## src/rtl/trace_capture_pkg.sv

```systemverilog
// rtl/trace_capture_pkg.sv - shared types and constants for the trace recorder
package trace_capture_pkg;

    typedef enum logic [1:0] {
        ST_RUN   = 2'd0,
        ST_DRAIN = 2'd1,
        ST_DONE  = 2'd2
    } state_t;

    localparam int FLAG_WB = 2;
    localparam int FLAG_RD = 1;
    localparam int FLAG_WR = 0;

    localparam int CYCLE_W = 16;
    localparam int ENTRY_W = CYCLE_W + 3 + 32 + 32;

    typedef struct packed {
        logic [CYCLE_W-1:0] cycle;
        logic [2:0]         flags;
        logic [31:0]        wbdata;
        logic [31:0]        memdata;
    } entry_t;

    function automatic logic [15:0] sat_inc(input logic [15:0] v);
        return (v == 16'hFFFF) ? v : v + 16'd1;
    endfunction

endpackage

```

## src/rtl/trace_fifo.sv

```systemverilog
// rtl/trace_fifo.sv - single-clock FIFO with extra-MSB pointers; head reads as zero when empty
module trace_fifo #(
    parameter int WIDTH = 8,
    parameter int DEPTH = 16
) (
    input  logic             clk,
    input  logic             reset,
    input  logic             push,
    input  logic [WIDTH-1:0] wr_data,
    input  logic             pop,
    output logic [WIDTH-1:0] head,
    output logic             full,
    output logic             empty
);

    localparam int AW = $clog2(DEPTH);
    localparam logic [AW:0] PTR_ONE = {{AW{1'b0}}, 1'b1};

    logic [WIDTH-1:0] mem [DEPTH];
    logic [AW:0]      wptr;
    logic [AW:0]      rptr;
    logic             do_push;
    logic             do_pop;

    assign empty = (wptr == rptr);
    assign full  = (wptr[AW] != rptr[AW]) && (wptr[AW-1:0] == rptr[AW-1:0]);
    assign head  = empty ? '0 : mem[rptr[AW-1:0]];

    // A pop on a full FIFO frees the slot the same edge, so the push may land.
    assign do_pop  = pop & ~empty;
    assign do_push = push & (~full | do_pop);

    always_ff @(posedge clk) begin
        if (reset) begin
            wptr <= '0;
            rptr <= '0;
            for (int i = 0; i < DEPTH; i++) begin
                mem[i] <= '0;
            end
        end else begin
            if (do_push) begin
                mem[wptr[AW-1:0]] <= wr_data;
                wptr              <= wptr + PTR_ONE;
            end
            if (do_pop) begin
                rptr <= rptr + PTR_ONE;
            end
        end
    end

endmodule

```

## src/rtl/trace_capture.sv

```systemverilog
// rtl/trace_capture.sv - captures WB/MEM events into a FIFO and detects end-of-program drain
module trace_capture
    import trace_capture_pkg::*;
#(
    parameter int NMEM  = 16,
    parameter int DEPTH = 16,
    parameter int DRAIN = 5
) (
    input  logic        clk,
    input  logic        reset,
    input  logic [31:0] if_pc,
    input  logic [31:0] wb_regdata,
    input  logic        wb_regwrite,
    input  logic [31:0] mem_memdata,
    input  logic        mem_memread,
    input  logic        mem_memwrite,
    output logic        out_valid,
    input  logic        out_ready,
    output logic [15:0] out_cycle,
    output logic [2:0]  out_flags,
    output logic [31:0] out_wbdata,
    output logic [31:0] out_memdata,
    output logic        overflow,
    output logic        done,
    output logic [15:0] cycle_count,
    output logic [15:0] retired
);

    localparam logic [31:0] PC_END = 32'(4 * NMEM);
    localparam int DW = (DRAIN > 1) ? $clog2(DRAIN) : 1;

    state_t          state;
    logic            pc_end;
    logic [DW-1:0]   drain_cnt;
    logic            event_seen;
    logic            capture;
    logic            pop;
    logic            push;
    logic            drop;
    logic            full;
    logic            empty;
    entry_t          entry;
    entry_t          head;

    always_comb begin
        entry                = '0;
        entry.cycle          = cycle_count;
        entry.flags[FLAG_WB] = wb_regwrite;
        entry.flags[FLAG_RD] = mem_memread;
        entry.flags[FLAG_WR] = mem_memwrite;
        entry.wbdata         = wb_regdata;
        entry.memdata        = mem_memdata;
    end

    assign event_seen = wb_regwrite | mem_memread | mem_memwrite;
    assign capture    = event_seen && (state != ST_DONE);
    assign pop        = out_valid & out_ready;
    assign push       = capture && (!full || pop);
    assign drop       = capture && full && !pop;

    trace_fifo #(
        .WIDTH (ENTRY_W),
        .DEPTH (DEPTH)
    ) u_fifo (
        .clk     (clk),
        .reset   (reset),
        .push    (push),
        .wr_data (entry),
        .pop     (pop),
        .head    (head),
        .full    (full),
        .empty   (empty)
    );

    assign out_valid   = ~empty;
    assign out_cycle   = head.cycle;
    assign out_flags   = head.flags;
    assign out_wbdata  = head.wbdata;
    assign out_memdata = head.memdata;

    // The PC compare is registered, so DRAIN is entered one edge after the
    // end-of-program PC is sampled; done lands DRAIN+1 edges after that sample.
    always_ff @(posedge clk) begin
        if (reset) begin
            state       <= ST_RUN;
            pc_end      <= 1'b0;
            drain_cnt   <= '0;
            done        <= 1'b0;
            overflow    <= 1'b0;
            cycle_count <= '0;
            retired     <= '0;
        end else begin
            pc_end <= (if_pc >= PC_END);
            if (state != ST_DONE) begin
                cycle_count <= sat_inc(cycle_count);
            end
            if (drop) begin
                overflow <= 1'b1;
            end
            if (push && wb_regwrite) begin
                retired <= sat_inc(retired);
            end
            case (state)
                ST_RUN: begin
                    if (pc_end) begin
                        state     <= ST_DRAIN;
                        drain_cnt <= DW'(DRAIN - 1);
                    end
                end
                ST_DRAIN: begin
                    if (drain_cnt == '0) begin
                        state <= ST_DONE;
                        done  <= 1'b1;
                    end else begin
                        drain_cnt <= drain_cnt - DW'(1);
                    end
                end
                default: begin
                end
            endcase
        end
    end

endmodule

```

## config.mk

```make
export PLATFORM = sky130hd
export DESIGN_NAME = trace_capture
export DESIGN_NICKNAME = d
export VERILOG_FILES = /design/src/rtl/trace_capture_pkg.sv /design/src/rtl/trace_fifo.sv /design/src/rtl/trace_capture.sv
export SDC_FILE = /design/constraint.sdc
export NUM_CORES = 2
export LEC_CHECK = 0
export BUFFER_PORTS_ARGS = -buffer_cell sky130_fd_sc_hd__buf_4
export CELL_PAD_IN_SITES_DETAIL_PLACEMENT = 0
export CELL_PAD_IN_SITES_GLOBAL_PLACEMENT = 1
export CORE_ASPECT_RATIO = 0.6
export CORE_MARGIN = 4
export CORE_UTILIZATION = 55
export CTS_CLUSTER_DIAMETER = 30
export CTS_CLUSTER_SIZE = 30
export DETAILED_ROUTE_END_ITERATION = 10
export PLACE_DENSITY_LB_ADDON = 0.1
export REMOVE_ABC_BUFFERS = 1
export SYNTH_ARGS = -nofsm -noshare
export SYNTH_HDL_FRONTEND = slang
export SYNTH_SLANG_ARGS = --single-unit
```

## constraint.sdc

```tcl
create_clock -name clk -period 9.75 [get_ports clk]
set_input_delay 1.95 -clock clk [delete_from_list [all_inputs] [get_ports clk]]
set_output_delay 1.95 -clock clk [all_outputs]
set_load 0.05 [all_outputs]
```

==> run_results.csv <==
group,metric,value,unit
status,status,"finished clean",
yosys,syn_inst,4132,
final_layout,nets,4373,
yosys,seq_area_frac_synth,67.8,%
grt,grt_max_degree,190,
routing,wl,164000,um
critical_path,critPathRequiredTime,7.80,ns
critical_path,ff2ff_path_depth,5,
final_layout,syn2layout_area_growth,14.8,%
final_layout,layout_commonest_cell,"nor2_1",
routing,drt_iter0_drc,4159,
timing,relSlewSlack,20.9,%
timing,post-route-period-util,62.5,%
yosys,ys_ff_latch,1382,
yosys,synth_area_per_cell,14.6,um^2
clock_network,postCtsSetupBuffers,0,
placed_design,io_buffers,213,
yosys,yosysWarnings,0,
floorplan,placementRows,93,
grt,antenna_found_initial,4,
timing,tightest_slew,1.19,ns
floorplan,die_h,265,um
grt,grt_overflow,0,
pwr,p_leak,23.5,nW
clock_network,clock_latency,0.78,ns
routing,vias_per_cell,6.21,
routing,dr.pass1.iters,6,
floorplan,start_util,55.9,%
critical_path,arrival,4.15,ns
clock_network,cts_tree,"done",
timing,skew,0.0230,ns
grt,first_global_vias,36900,
floorplan,dieArea,0.115,mm^2
pwr,power_density,254,mW/mm^2
routing,drc,0,
timing,rsz0062_at_grt,"false",
timing,hold_violations,0,
placed_design,dp_hpwl,80400,um
clock_network,clkSinkCount,1382,
clock_network,htreeDepth,4,
floorplan,ios,220,
final_layout,regArea,0.0410,mm^2
clock_network,ctsResizeCount,0,
yosys,yosysUniqueCellTypes,50,
placed_design,place_worst_setup_slack,4.16,ns
timing,layout_min_cycle_time,6.10,ns
pwr,vdd_drop_max,0.213,mV
final_layout,drive_gt1_share,23.6,%
clock_network,cts_root_buf,"clkbuf_16",
critical_path,crit_fanout,108,
grt,grt.total_usage,28.7,%
yosys,synth_edf_count,1328,
final_layout,multiInputGateArea,0.0180,mm^2
routing,dr_total_vias,36300,
floorplan,core,0.108,mm^2
timing,drv_slew,0,
critical_path,worst-setup-path-type,"flip-flop to output pin",
critical_path,critical_path.endpoint_type,"output pin",
routing,avgRoutedWirePerCell,28.1,um
clock_network,cts_buffers,178,
floorplan,dieWidth,436,um
timing,timing.final.ws_setup,3.65,ns
timing,finalSetupViolCount,0,
critical_path,crit_path_start_kind,"flip-flop",
clock_network,clock_path_buffers,3,
clock_network,cts.clk_slew.worst_paths,0.05,ns
final_layout,layout_common_cells,"nor2_1, edfxtp_1, mux4_2, nand2_1, buf_4",
job,drv_cap,0,
grt,grt_pass1_wl,243000,um
placed_design,gp_congestion,0.728,
hold_path,worstHoldPathType,"flip-flop to flip-flop",
yosys,synth_flop_cell,"edfxtp_1",
final_layout,finish.utilization,64.1,%
yosys,synth_area,0.0604,mm^2
yosys,synthArstFlopShare,0,%
routing,ant_nets,0,
timing,fmax,164,MHz
clock_network,holdBufCountCts,0,
hold_path,whs_path_depth,2,
final_layout,fillers,7871,
## cell type report
cell class / count / area share, %
inverters: 15 / 0.0812
clock buffers: 188 / 6.60
repair buffers: 262 / 3.00
well taps: 1425 / 2.57
multi-input cells: 2423 / 26.0
flip-flops and latches: 1382 / 59.1
clock inverters: 148 / 2.63
diodes: 6 / 0.0217
## where the power goes
| part | total, mW | switching [mW] | leakage, nW | internal (mW) |
|---|---|---|---|---|
| logic | 3.57 | 2.17 | 6.17 | 1.40 |
| registers | 7.06 | 0.162 | 14.2 | 6.90 |
| clock network | 7.01 | 2.77 | 3.06 | 4.24 |
| total | 17.6 | 5.10 | 23.5 | 12.5 |
## worst paths after layout
path	start	end	slack, ns
hold reg to reg	done$_SDFFE_PP0P_	done$_SDFFE_PP0P_	0.46
setup reg to reg	state[0]$_SDFFE_PP0P_	u_fifo.mem[12][22]$_SDFFCE_PN0P_	5.51
hold / removal	done$_SDFFE_PP0P_	done$_SDFFE_PP0P_	0.46
setup / recovery	flip-flop	out_cycle[7]	3.65
## Yosys cell counts (15+ instances only)
library cell | count | share of area, %
inv_1 | 15 | 0.093
a21oi_1 | 30 | 0.25
buf_4 | 28 | 0.35
mux4_2 | 415 | 15
a21o_1 | 17 | 0.21
clkbuf_1 | 107 | 0.66
buf_2 | 151 | 1.3
edfxtp_1 | 1328 | 66
nor2_1 | 1368 | 8.5
and2_1 | 87 | 0.90
dfxtp_1 | 54 | 1.8
nand2_1 | 351 | 2.2
## registers in the layout, summed over array words and instances (netlist names), named ones only
name,flops
pc_end,1
drain_cnt,3
u_fifo.wptr,5
done,1
u_fifo.rptr,5
cycle_count,16
overflow,1
u_fifo.mem,1328
state,2
retired,16
## cell families after synthesis
family / synth area share [%]
compound gates: 0.899
xor+xnor: 0.288
fa+ha+maj: 0.186
buf+inv: 2.67
flops: 67.8
mux: 15.6
simple gates: 12.5
## worst max-delay path, cell delays in order, from the launching register on
cell	delay (ns)
dfxtp_4	0.85
buf_12	0.56
mux4_2	0.63
mux4_2	0.55
and2_1	0.19
buf_4	0.19
## per-stage QoR
step	power, mW	instances	TNS, ns	instance area, um^2	hold WS, ns
floorplan	10.0	3820	-604.88	58800	0.465
global placement	10.8	5507	0	62900	0.452
detailed placement	10.8	5507	0	62900	0.461
CTS	17.8	5843	0	69300	0.472
global route	18.2	5847	0	69300	0.513
finish	17.6	5849	0	69300	0.465
## layer usage
layer  share of wire, %  global-route usage [%]  wire [um]  vias to the layer above
met5                  0                       0          0                        -
li1                   -                       -          -                    15500
met4                2.6                    9.41       4290                        0
met1                 41                    41.4      67500                    18700
met2                 48                    45.6      78100                     1855
met3                8.8                    4.67      14400                      257
Power figures use the tool's default switching activity.
